**src/rtl/vedic_mult_seq.sv**
```systemverilog
// Sequential WIDTH x WIDTH unsigned multiplier built around one 2x2 Vedic tile.
// Optional feature macro: VEDIC_SEQ_ZERO_BYPASS_EN (zero operands skip CALC).
module vedic_mult_seq #(
    parameter int WIDTH = 8
) (
    input  logic                 clk,
    input  logic                 rst,
    input  logic                 in_valid,
    output logic                 in_ready,
    input  logic [WIDTH-1:0]     a,
    input  logic [WIDTH-1:0]     b,
    output logic                 out_valid,
    input  logic                 out_ready,
    output logic [2*WIDTH-1:0]   product,
    output logic                 busy,
    output logic [1:0]           state_dbg
);

    // Handshakes: a transfer happens on a rising edge where valid && ready;
    // ready/valid come from the state register only, valid holds until taken.

    localparam int N  = WIDTH / 2;
    localparam int IW = (N > 1) ? $clog2(N) : 1;

    typedef enum logic [1:0] {
        IDLE = 2'd0,
        CALC = 2'd1,
        DONE = 2'd2
    } state_t;

    state_t state, next_state;

    logic [WIDTH-1:0]   a_reg, b_reg;
    logic [IW-1:0]      i_idx, j_idx;
    logic [2*WIDTH-1:0] acc, acc_next, term;
    logic [1:0]         da, db;
    logic [3:0]         tile;
    logic [IW:0]        digit_sum;
    logic               last_digit;
    logic               zero_op;

`ifdef VEDIC_SEQ_ZERO_BYPASS_EN
    assign zero_op = (a == '0) || (b == '0);
`else
    assign zero_op = 1'b0;
`endif

    // Digit selection and the 2x2 Vedic tile (vertical and crosswise).
    always_comb begin
        da        = 2'(a_reg >> {i_idx, 1'b0});
        db        = 2'(b_reg >> {j_idx, 1'b0});
        tile[0]   = da[0] & db[0];
        tile[1]   = (da[1] & db[0]) ^ (da[0] & db[1]);
        tile[2]   = (da[1] & db[1]) ^ ((da[1] & db[0]) & (da[0] & db[1]));
        tile[3]   = (da[1] & db[1]) & ((da[1] & db[0]) & (da[0] & db[1]));
        digit_sum = {1'b0, i_idx} + {1'b0, j_idx};
        term      = (2*WIDTH)'(tile) << {digit_sum, 1'b0};
        acc_next  = acc + term;
        last_digit = (i_idx == IW'(N - 1)) && (j_idx == IW'(N - 1));
    end

    always_ff @(posedge clk) begin
        if (rst) state <= IDLE;
        else     state <= next_state;
    end

    always_comb begin
        next_state = IDLE;
        case (state)
            IDLE: begin
                next_state = IDLE;
                if (in_valid) next_state = zero_op ? DONE : CALC;
            end
            CALC: next_state = last_digit ? DONE : CALC;
            DONE: next_state = out_ready ? IDLE : DONE;
            default: next_state = IDLE;
        endcase
    end

    always_comb begin
        in_ready  = (state == IDLE);
        busy      = (state == CALC);
        out_valid = (state == DONE);
        state_dbg = state;
    end

    always_ff @(posedge clk) begin
        if (rst) begin
            a_reg   <= '0;
            b_reg   <= '0;
            i_idx   <= '0;
            j_idx   <= '0;
            acc     <= '0;
            product <= '0;
        end else begin
            case (state)
                IDLE: begin
                    if (in_valid) begin
                        a_reg <= a;
                        b_reg <= b;
                        acc   <= '0;
                        i_idx <= '0;
                        j_idx <= '0;
                        if (zero_op) product <= '0;
                    end
                end
                CALC: begin
                    acc <= acc_next;
                    if (last_digit) begin
                        product <= acc_next;
                    end else if (j_idx == IW'(N - 1)) begin
                        j_idx <= '0;
                        i_idx <= i_idx + 1'b1;
                    end else begin
                        j_idx <= j_idx + 1'b1;
                    end
                end
                default: ;
            endcase
        end
    end

endmodule

```
**config.mk**
```make
export PLATFORM = sky130hd
export DESIGN_NAME = vedic_mult_seq
export DESIGN_NICKNAME = d
export VERILOG_FILES = /design/src/rtl/vedic_mult_seq.sv
export SDC_FILE = /design/constraint.sdc
export NUM_CORES = 1
export LEC_CHECK = 0
export ABC_AREA = 1
export CAP_MARGIN = 0
export CELL_PAD_IN_SITES_DETAIL_PLACEMENT = 2
export CELL_PAD_IN_SITES_GLOBAL_PLACEMENT = 2
export CORE_UTILIZATION = 30
export DETAILED_ROUTE_END_ITERATION = 7
export HOLD_SLACK_MARGIN = 0.02
export PLACE_DENSITY_LB_ADDON = 0.2
export SLEW_MARGIN = 20
export SYNTH_ARGS = -nofsm -noshare
export SYNTH_HDL_FRONTEND = slang
export SYNTH_SLANG_ARGS = --single-unit
```
**constraint.sdc**
```tcl
create_clock -name clk -period 3.3 [get_ports clk]
set_clock_uncertainty 0.15 [all_clocks]
set_input_delay 0.66 -clock clk [delete_from_list [all_inputs] [get_ports clk]]
set_output_delay 0.66 -clock clk [all_outputs]
set_load 0.03 [all_outputs]
```
**Yosys cells after proc, flatten, opt, wreduce, memory -nomap -nowiden**

Index checks and enable logic that the tools add are counted.

- Output and inout port bits: 21
- Logic and storage cells: 50
- Register bits: 54
- Input bits: 20

- Add/sub/neg operators: 4
- Bitwise logic cells: 8
- Reductions and logical operators: 8
- Shift-type cells: 3
- Mux-type cells: 13
- Equal/unequal tests: 7

Operators by type and width:

| operator | count |
|---|---|
| case mux 16 bit (2 select lines) | 1 |
| adder 16 bit | 1 |
| two-way mux 16 bit | 1 |
| << shifter 4 x 4 -> 16 bit | 1 |
| right shift 8 x 3 -> 2 bit | 2 |
| two-way mux 2 bit | 7 |
| case mux 2 bit (2 select lines) | 2 |
| bitwise AND 1 bit | 6 |
| equality test 2 bit, second input constant | 3 |
| case mux 2 bit (3 select lines) | 1 |
| AND reduction 2 bit | 3 |
| adder 2 x 1 -> 2 bit, second input constant | 2 |
| != test 2 bit, second input constant | 2 |
| AND reduction 4 bit | 1 |
| adder 2 x 2 -> 3 bit | 1 |
| AND reduction 3 bit | 1 |
| equality test 2 x 1 -> 1 bit, second input constant | 1 |
| logical NOT 2 bit | 1 |
| != test 2 x 1 -> 1 bit, second input constant | 1 |
| nonzero test 2 bit | 1 |
| XOR 1 bit | 2 |
| logical AND 1 bit | 1 |
| two-way mux 1 bit | 1 |

**Longest topological paths before layout**

Gate-level depths: netlist of the first run.

- Word-level depth: 7
- Gate-level depth with buffers: 23
- Gate-level depth less buffers: 23

**Worst setup path before layout of the first run**

Ideal clock, no wire load.

- Path kind: register -> register
- Start point: register j_idx[0]
- End point: register product[12]
- Arrival time: 2.739 ns
- Clock period less this slack: 2.998 ns
- Library setup time: 0.109 ns
- Path slack: 0.302 ns
- Path buffers: 0
- Stages on the path, launching flop included: 21
- Data required time: 3.041 ns
- Cell sequence: dfxtp_1 > ha_1 > inv_1 > fa_1 > inv_1 > nor2_1 > inv_1 > nor2_1 > ha_1 > inv_1 > fa_1 > inv_1 > nand3_1 > nand2_1 > nand3_1 > nand3_1 > nand2_1 > nand2_1 > nand2_1 > nand2_1 > inv_1

- Cells in the longest elaborated chain, start to end: 6
- Elaborated cells between the ends (all ways): 15
- Classes of those cells: add/sub: 2; eq/ne: 1; shift: 2; bitwise: 8; reduce/logical: 2

Ends and longest elaborated chain:

| item | RTL line | source |
|---|---|---|
| start, declared | 34 | `logic [IW-1:0] i_idx, j_idx;` |
| start signal, assigned | 115 | `j_idx <= j_idx + 1'b1;` |
| right shift 8 x 3 -> 2 bit | 51 | `db = 2'(b_reg >> {j_idx, 1'b0});` |
| bitwise AND 1 bit | 53, 54, 55 |  |
| bitwise AND 1 bit | 54, 55 |  |
| XOR 1 bit / bitwise AND 1 bit (equally long branches) | 54, 55 |  |
| << shifter 4 x 4 -> 16 bit | 57 | `term = (2*WIDTH)'(tile) << {digit_sum, 1'b0};` |
| adder 16 bit | 58 | `acc_next = acc + term;` |
| end signal, assigned | 110 | `product <= acc_next;` |
| end, declared | 14 | `output logic [2*WIDTH-1:0] product,` |

Parallel ways exist; a longest one is shown, timed or not.
A chain may end at the register's enable or synchronous reset.

**Worst setup path in the final report of the first run**

- Start point: register i_idx[0]
- End point: register product[12]

- Cells in the longest elaborated chain, start to end: 6
- Elaborated cells between the ends (all ways): 15
- Classes of those cells: add/sub: 2; eq/ne: 1; shift: 2; bitwise: 8; reduce/logical: 2

Ends and longest elaborated chain:

| item | RTL line | source |
|---|---|---|
| start, declared | 34 |  |
| start signal, assigned | 113 | `i_idx <= i_idx + 1'b1;` |
| right shift 8 x 3 -> 2 bit | 50 | `da = 2'(a_reg >> {i_idx, 1'b0});` |
| bitwise AND 1 bit | 53, 54, 55 |  |
| bitwise AND 1 bit | 54, 55 |  |
| XOR 1 bit / bitwise AND 1 bit (equally long branches) | 54, 55 |  |
| << shifter 4 x 4 -> 16 bit | 57 |  |
| adder 16 bit | 58 |  |

Parallel ways exist; a longest one is shown, timed or not.

==> summary.json, run 1 <==
{
  "cts_sinks": 54,
  "yosys.cell_count.top_type": "nand2_1",
  "synth_top_area_share_pct": 32.2,
  "floorplan.die.height_um": 108,
  "worst_path_arrival_ns": 3.25,
  "crit_top_cell": "nand2_1",
  "met3_usage_in_global_routing_pct": 3.69,
  "global_routing_met1_resource_utilization_pct": 22.3,
  "reg2reg_setup_slack_ns": 0.14,
  "syn-instance-count": 531,
  "synth-seq-cells": 54,
  "min_to": "product[0]",
  "synth_ff_type": "dfxtp_1",
  "detail_route.drc_violations": 0,
  "via_count_of_the_first_global_routing_pass": 3827,
  "fp.dieW_um": 108,
  "worst-setup-path-type": "reg2reg",
  "cp-end-kind": "flip-flop",
  "first_iter_violations": 108,
  "cts_made_buffers": 5,
  "global_route.peak_usage_layer": "met2",
  "timing.reg2reg.worst_path_depth": 20,
  "timing.critical_path.cells": "ha_4 -> inv_1 -> fa_2 -> inv_4 -> nor2_2 -> inv_2 -> nor2_2 -> ha_2 -> inv_1 -> fa_2 -> inv_2 -> nand3_1 -> nand2_2 -> nand3_1 -> nand3_1 -> nand2_1 -> nand2_1 -> nand2_1 -> nand2_1 -> inv_1",
  "maxCapViolations": 0,
  "fraction_of_final_layout_cells_sized_beyond_drive_strength_1_pct": 18.9,
  "htree_num_levels": 2,
  "cp_max_fo": 7,
  "finalCritPeriodShare_pct": 95.6,
  "synth.avg_cell_area_um2": 6.32,
  "synth.area.top_cells": "dfxtp_1, nand2_1, ha_1",
  "maxSlewViolCount": 0,
  "netlist-cell-type-count": 33,
  "worst_setup_path_start_kind": "flip-flop",
  "areaGrowthSynthToFinish_pct": 30.2,
  "cts_root_buf": "clkbuf_8",
  "dpl.cell_count": 715,
  "worst_slew_pin_slew_ns": 0.794,
  "timing_hold_violations_final": 0,
  "worst_hold_path.num_cells": 2,
  "worstPathBufferInverterCount": 6,
  "syn_area_um2": 3360,
  "power.leakage_nw": 1.96,
  "status": "finished clean",
  "antenna_found_initial": 0,
  "final_core_utilization_pct": 40.2,
  "final_antenna_net_count": 0,
  "setup_repair_after_global_routing_missed_its_margin": "yes",
  "synth.yosys.seq_area_share_pct": 32.2,
  "detailedPlacementHpwl_mm": 8.68,
  "largest_registers": "acc (16), product (16)",
  "floorplan.die_area_um2": 11600,
  "cts_hold_buffers": 0,
  "power.ir.vdd_worst_mv": 0.252,
  "period_needed_ns": 3.16,
  "finalSetupViolations": 0,
  "post-layout-total-power_mw": 1.29,
  "min_from": "product[0]",
  "crit_path_leading_delay_family": "adder cells",
  "clock_slew_seen_by_the_registers_of_the_worst_setup_and_hold_paths_ns": 0.11,
  "route.detailed.wl_per_inst_um": 15.4,
  "row_count": 38,
  "postSynthNetCount": 574,
  "critPathSlowestCell": "fa_2",
  "total_wire_length_after_detailed_routing_mm": 11.2,
  "max-clock-path-buffers": 2,
  "kind_of_path_behind_the_tightest_hold_check": "reg2reg",
  "clk-insertion-delay-late_ns": 0.33,
  "synth-async-reset-ratio_pct": 0,
  "synth-edff-count": 0,
  "worstReg2RegStart": "i_idx[0]",
  "num_vias": 3507,
  "groute.layer.met2.usage_pct": 39.1,
  "max-slew-margin-rel_pct": 47.1,
  "synth_largest_area_cell": "dfxtp_1",
  "yosys_warn_count": 0,
  "num_io_pins": 41,
  "post_layout_nonfiller_instances": 728,
  "wire_length_of_the_first_global_routing_pass_mm": 18.2,
  "tritoncts": "built",
  "route.detailed.vias_per_inst": 4.82,
  "detailedRoute.firstPassIterationCount": 4,
  "port-buffer-count": 40,
  "critical_path_required_ns": 3.39,
  "globalRouteTotalUtil_pct": 20.3,
  "total_congestion_overflow_after_global_routing": 0,
  "pwr_density_cell_nw_per_um2": 295,
  "finish.net_count": 630,
  "pin_count_of_the_biggest_net_entering_global_routing": 40,
  "place.gp.congestion": 0.794,
  "post-route-cell-area_um2": 4370,
  "worst_r2r_endpoint": "product[12]",
  "maxClockFrequency_ghz": 0.317,
  "insertedDiodeCount": 0,
  "hold_slack_ns": 0.317,
  "cp_slowest_stage_delay_ns": 0.57,
  "initial_utilization_pct": 30.8,
  "core_region_area_um2": 10900,
  "synth.top_cells.by_count": "nand2_1, inv_1, nor2_1",
  "placed_cell_area_um2": 4000
}
[how the worst max path moves through the flow]
stage	startpoint	depth (start not counted)	slack (ns)	endpoint
6_report	i_idx[0]	20	0.14	product[12]
5_1_grt	i_idx[0]	19	-0.11	acc[15]
4_1_cts	i_idx[1]	20	0.002	product[12]
3_5_place_dp	i_idx[0]	20	-0.13	product[14]
3_3_place_gp	i_idx[0]	20	-0.01	product[13]
2_1_floorplan	j_idx[0]	20	0.30	product[12]
[stage by stage]
stage          setup TNS, ns  worst slack (ns)
6_report                   0             0.145
5_1_grt               -0.373            -0.105
4_1_cts                    0           0.00221
3_5_place_dp           -1.29            -0.133
3_3_place_gp         -0.0101           -0.0101
2_1_floorplan              0             0.302
[cell usage in the layout (no fill, tap or decap), types with 3 or more instances in the layout]
cell type,instances
a21oi_1,45
a21oi_2,4
buf_4,23
clkbuf_8,7
clkdlybuf4s50_1,39
dfxtp_1,52
ha_1,13
ha_2,4
ha_4,4
inv_1,62
inv_2,7
inv_4,5
nand2_1,172
nand2_2,21
nand3_1,23
nand3b_1,3
nor2_1,53
nor2_2,9
nor2_4,3
o21ai_0,4
xnor2_1,3
[timing repair]
action	4_1_cts	5_1_grt
endpoints found under the setup margin	22	24
buffers inserted	0	5
resized for setup	7	62
pin swaps	0	20
[logic make-up after synthesis]
group / after synthesis / share of synthesized area [%]
xor+xnor: 7 / 1.83
simple gates: 294 / 35.9
buf+inv: 89 / 10.6
compound gates: 64 / 10.4
flops: 54 / 32.2
fa+ha+maj: 23 / 9.02
[worst register-to-register path, stage by stage, from the launching register on]
cell and delay [ns]:
dfxtp_4 0.43, ha_4 0.14, inv_1 0.04, fa_2 0.58, inv_4 0.07, nor2_2 0.13
inv_2 0.06, nor2_2 0.09, ha_2 0.19, inv_1 0.06, fa_2 0.38, inv_2 0.07
nand3_1 0.07, nand2_2 0.09, nand3_1 0.09, nand3_1 0.08, nand2_1 0.08, nand2_1 0.10
nand2_1 0.06, nand2_1 0.06, inv_1 0.04
[report_power, final]
group / internal [mW] / switching, mW
Combinational: 0.0659 / 0.105
Clock: 0.193 / 0.245
Sequential: 0.667 / 0.0152
[final cells by class]
class | count | area, um^2
well taps | 140 | 175
clock buffers | 7 | 96.3
multi-input cells | 388 | 2140
flip-flops and latches | 54 | 1090
clock inverters | 1 | 8.76
repair buffers | 63 | 568
inverters | 75 | 299
fillers | 1339 | 6520
[routing by layer]
metal | part of all wire (%) | up-vias | wire [um]
li1 | - | 1753 | -
met3 | 2.4 | 15 | 264
met4 | 1.8 | 0 | 199
met1 | 42 | 1699 | 4720
met2 | 54 | 40 | 6010
met5 | 0 | - | 0
Note: power is estimated with default switching activity, not from simulation.
==> run 2: changes to the inputs <==
--- a/config.mk
+++ b/config.mk
@@ -10,6 +10,7 @@
 export CELL_PAD_IN_SITES_DETAIL_PLACEMENT = 2
 export CELL_PAD_IN_SITES_GLOBAL_PLACEMENT = 2
-export CORE_UTILIZATION = 30
+export CORE_UTILIZATION = 27
 export DETAILED_ROUTE_END_ITERATION = 7
+export GPL_ROUTABILITY_DRIVEN = 0
 export HOLD_SLACK_MARGIN = 0.02
 export PLACE_DENSITY_LB_ADDON = 0.2
==> constraint.sdc (replaced) <==
create_clock -name clk -period 2.55 [get_ports clk]
set_clock_uncertainty 0.15 [all_clocks]
set_input_delay 0.51 -clock clk [delete_from_list [all_inputs] [get_ports clk]]
set_output_delay 0.51 -clock clk [all_outputs]
set_load 0.005 [all_outputs]
==> summary.json, run 2 (same netlist as run 1, synthesis figures left out) <==
{
  "status": {"value": "complete, but fails checks", "change": "was finished clean"},
  "violations": "negative setup slack",
  "detail_route.drc_violations": {"value": 0, "change": "unchanged"},
  "insertedDiodeCount": {"value": 0, "change": "unchanged"},
  "maxCapViolations": {"value": 0, "change": "unchanged"},
  "route.detailed.wl_per_inst": {"value": 19.3, "unit": "um", "change": "was 15.4 um"},
  "route.detailed.vias_per_inst": {"value": 4.85, "change": "was 4.82"},
  "place_worst_setup_slack": {"value": -0.732, "unit": "ns", "change": "was -0.133 ns"},
  "period_needed": {"value": 3.33, "unit": "ns", "change": "was 3.16 ns"},
  "cts_root_buf": {"value": "clkbuf_16", "change": "was clkbuf_8"},
  "critical_path.startpoint": {"value": "i_idx[0]", "change": "unchanged"},
  "cts_sinks": {"value": 54, "change": "unchanged"},
  "timing_hold_violations_final": {"value": 0, "change": "unchanged"},
  "initial_utilization": {"value": 27.8, "unit": "%", "change": "was 30.8%"},
  "total_congestion_overflow_after_global_routing": {"value": 0, "change": "unchanged"},
  "worst_slew_pin_slew": {"value": 0.368, "unit": "ns", "change": "was 0.794 ns"},
  "worst_r2r_endpoint": {"value": "product[13]", "change": "was product[12]"},
  "global_routing_met1_resource_utilization": {"value": 21.8, "unit": "%", "change": "was 22.3%"},
  "fin_setup_tns": {"value": -17.69, "unit": "ns", "change": "was 0 ns"},
  "worstPathBufferInverterCount": {"value": 4, "change": "was 6"},
  "layout.cells.most_common_list": {"value": "nand2_1, inv_1, buf_4", "change": "was nand2_1, inv_1, nor2_1"},
  "worst_setup_path_start_kind": {"value": "flip-flop", "change": "unchanged"},
  "timing.reg2reg.worst_path_depth": {"value": 23, "change": "was 20"},
  "worst_slack": {"value": -0.782, "unit": "ns", "change": "was 0.145 ns"},
  "fp.dieW": {"value": 114, "unit": "um", "change": "was 108 um"},
  "pwr_density_cell": {"value": 367, "unit": "nW/um^2", "change": "was 295 nW/um^2"},
  "detailedPlacementHpwl": {"value": 8.84, "unit": "mm", "change": "was 8.68 mm"},
  "setup_repair_after_global_routing_missed_its_margin": {"value": "yes", "change": "unchanged"},
  "finalSetupViolations": {"value": 30, "change": "was 0"},
  "antenna_found_initial": {"value": 0, "change": "unchanged"},
  "cts_hold_buffers": {"value": 0, "change": "unchanged"},
  "reg2reg_setup_slack": {"value": -0.78, "unit": "ns", "change": "was 0.14 ns"},
  "max-slew-margin-rel": {"value": 75.4, "unit": "%", "change": "was 47.1%"},
  "cp_slowest_stage_delay": {"value": 0.43, "unit": "ns", "change": "was 0.57 ns"},
  "pin_count_of_the_biggest_net_entering_global_routing": {"value": 30, "change": "was 40"},
  "critPathSlowestCell": {"value": "dfxtp_4", "change": "was fa_2"},
  "num_vias": {"value": 3857, "change": "was 3507"},
  "final_antenna_net_count": {"value": 0, "change": "unchanged"},
  "met3_usage_in_global_routing": {"value": 2.44, "unit": "%", "change": "was 3.69%"},
  "maxSlewViolCount": {"value": 0, "change": "unchanged"},
  "layout_commonest_cell": {"value": "nand2_1", "change": "unchanged"},
  "power.ir.vdd_worst": {"value": 0.220, "unit": "mV", "change": "was 0.252 mV"},
  "row_count": {"value": 40, "change": "was 38"},
  "timing.critical_path.cells": {"value": "inv_4 -> buf_6 -> nand2_4 -> nand3_2 -> nand2_2 -> nor2_4 -> ha_4 -> ha_4 -> nand2_4 -> nand2_4 -> buf_6 -> nand2_8 -> nor2_4 -> ha_4 -> or2_4 -> nand3b_1 -> nand2_2 -> nand2_2 -> nand3_2 -> nand2_1 -> nand2_1 -> nand2_1 -> inv_1", "change": "was ha_4 -> inv_1 -> fa_2 -> inv_4 -> nor2_2 -> inv_2 -> nor2_2 -> ha_2 -> inv_1 -> fa_2 -> inv_2 -> nand3_1 -> nand2_2 -> nand3_1 -> nand3_1 -> nand2_1 -> nand2_1 -> nand2_1 -> nand2_1 -> inv_1"},
  "power.leakage": {"value": 2.42, "unit": "nW", "change": "was 1.96 nW"},
  "fraction_of_final_layout_cells_sized_beyond_drive_strength_1": {"value": 39.3, "unit": "%", "change": "was 18.9%"},
  "num_io_pins": {"value": 41, "change": "unchanged"},
  "finalCritPeriodShare": {"value": 131, "unit": "%", "change": "was 95.6%"},
  "clk-insertion-delay-late": {"value": 0.31, "unit": "ns", "change": "was 0.33 ns"},
  "total_wire_length_after_detailed_routing": {"value": 15.3, "unit": "mm", "change": "was 11.2 mm"},
  "clock_slew_seen_by_the_registers_of_the_worst_setup_and_hold_paths": {"value": 0.08, "unit": "ns", "change": "was 0.11 ns"},
  "port-buffer-count": {"value": 40, "change": "unchanged"},
  "worst-setup-path-type": {"value": "reg2reg", "change": "unchanged"},
  "finish.net_count": {"value": 670, "change": "was 630"},
  "worst_path_arrival": {"value": 3.40, "unit": "ns", "change": "was 3.25 ns"},
  "crit_path_leading_delay_family": {"value": "simple AND/OR/NAND/NOR gates", "change": "was adder cells"},
  "critPathCapture": {"value": "product[13]", "change": "was product[12]"},
  "globalRouteTotalUtil": {"value": 20.0, "unit": "%", "change": "was 20.3%"},
  "first_iter_violations": {"value": 143, "change": "was 108"},
  "timing.critical_path.depth": {"value": 23, "change": "was 20"},
  "tritoncts": {"value": "built", "change": "unchanged"},
  "areaGrowthSynthToFinish": {"value": 63.0, "unit": "%", "change": "was 30.2%"},
  "critical_path_required": {"value": 2.62, "unit": "ns", "change": "was 3.39 ns"},
  "wire_length_of_the_first_global_routing_pass": {"value": 19.8, "unit": "mm", "change": "was 18.2 mm"},
  "cp_max_fo": {"value": 6, "change": "was 7"},
  "worstReg2RegStart": {"value": "i_idx[0]", "change": "unchanged"},
  "htree_num_levels": {"value": 2, "change": "unchanged"},
  "maxClockFrequency": {"value": 0.300, "unit": "GHz", "change": "was 0.317 GHz"},
  "global_route.peak_usage_layer": {"value": "met2", "change": "unchanged"},
  "floorplan.die.height": {"value": 114, "unit": "um", "change": "was 108 um"},
  "groute.layer.met2.usage": {"value": 39.1, "unit": "%", "change": "about the same"},
  "via_count_of_the_first_global_routing_pass": {"value": 3969, "change": "was 3827"},
  "core_region_area": {"value": 12100, "unit": "um^2", "change": "was 10900 um^2"},
  "cp-end-kind": {"value": "flip-flop", "change": "unchanged"},
  "floorplan.die_area": {"value": 12900, "unit": "um^2", "change": "was 11600 um^2"},
  "max-clock-path-buffers": {"value": 2, "change": "unchanged"},
  "detailedRoute.firstPassIterationCount": {"value": 4, "change": "unchanged"},
  "kind_of_path_behind_the_tightest_hold_check": {"value": "reg2reg", "change": "unchanged"},
  "cts_made_buffers": {"value": 5, "change": "unchanged"},
  "largest_registers": {"value": "acc (16), product (16)", "change": "unchanged"}
}
==> run 2: changes by cell type in the layout (fill, tap and decap cells not counted), sizes merged <==
| cell | change |
|---|---|
| buf | +40 |
| clkinv | -1 |
| inv | +2 |
| bufinv | +1 |
| clkbuf | -2 |
==> run 2: area by class of cell <==
cell class	instances	area (um^2)
Clock inverter	3	47.5
Inverter	75	304
Clock buffer	5	125
Timing Repair Buffer	103	913
Multi-Input combinational cell	388	2780
Tap cell	168	210
Sequential cell	54	1090
Fill cell	1338	6590
==> run 2: timing repair <==
| item | 4_1_cts | 5_1_grt |
|---|---|---|
| pin swaps | 27 | 69 |
| gates resized for setup | 74 | 130 |
| setup endpoints to repair | 30 | 30 |
| setup buffers | 9 | 11 |
==> run 2: worst min path at each step <==
stage / start / endpoint / slack, ns / depth (start not counted)
2_1_floorplan: acc[2] / acc[2] / 0.29 / 2
3_3_place_gp: product[2] / product[2] / 0.30 / 2
3_5_place_dp: product[0] / product[0] / 0.31 / 2
4_1_cts: product[2] / product[2] / 0.32 / 2
5_1_grt: a_reg[2] / a_reg[2] / 0.35 / 2
6_report: a_reg[7] / a_reg[7] / 0.32 / 2
==> run 2: layer usage <==
| metal | wire length, um | part of all wire (%) | up-vias |
|---|---|---|---|
| li1 | - | - | 1836 |
| met3 | 376 | 2.5 | 36 |
| met4 | 523 | 3.4 | 0 |
| met2 | 8410 | 55 | 70 |
| met1 | 6020 | 39 | 1915 |
| met5 | 0 | 0 | - |
==> run 2: power by group <==
part	switching [mW]	internal, mW
sequential	0.0199	0.863
combinational	0.166	0.126
clock	0.363	0.472
total	0.549	1.46
==> run 2: worst reg2reg max path, cell delays in order (launching register included) <==
cell and delay (ns):
dfxtp_4 0.43, inv_4 0.06, buf_6 0.12, nand2_4 0.04, nand3_2 0.06, nand2_2 0.11, nor2_4 0.05, ha_4 0.16
ha_4 0.29, nand2_4 0.05, nand2_4 0.06, buf_6 0.11, nand2_8 0.06, nor2_4 0.16, ha_4 0.24, or2_4 0.26
nand3b_1 0.13, nand2_2 0.12, nand2_2 0.13, nand3_2 0.11, nand2_1 0.11, nand2_1 0.09, nand2_1 0.08, inv_1 0.04
==> run 2: metrics by stage <==
stage | area (um^2) | hold WS, ns | util [%] | power [mW] | cells
final | 5470 | 0.324 | 45.4 | 2.01 | 796
after global routing | 5470 | 0.346 | 45.4 | 2.08 | 796
after CTS | 4840 | 0.319 | 40.1 | 2.00 | 786
after detailed placement | 4280 | 0.306 | 35.5 | 1.14 | 769
after global placement | 4280 | 0.298 | 35.5 | 1.13 | 769
after floorplan | 3410 | 0.293 | - | 1.02 | 531
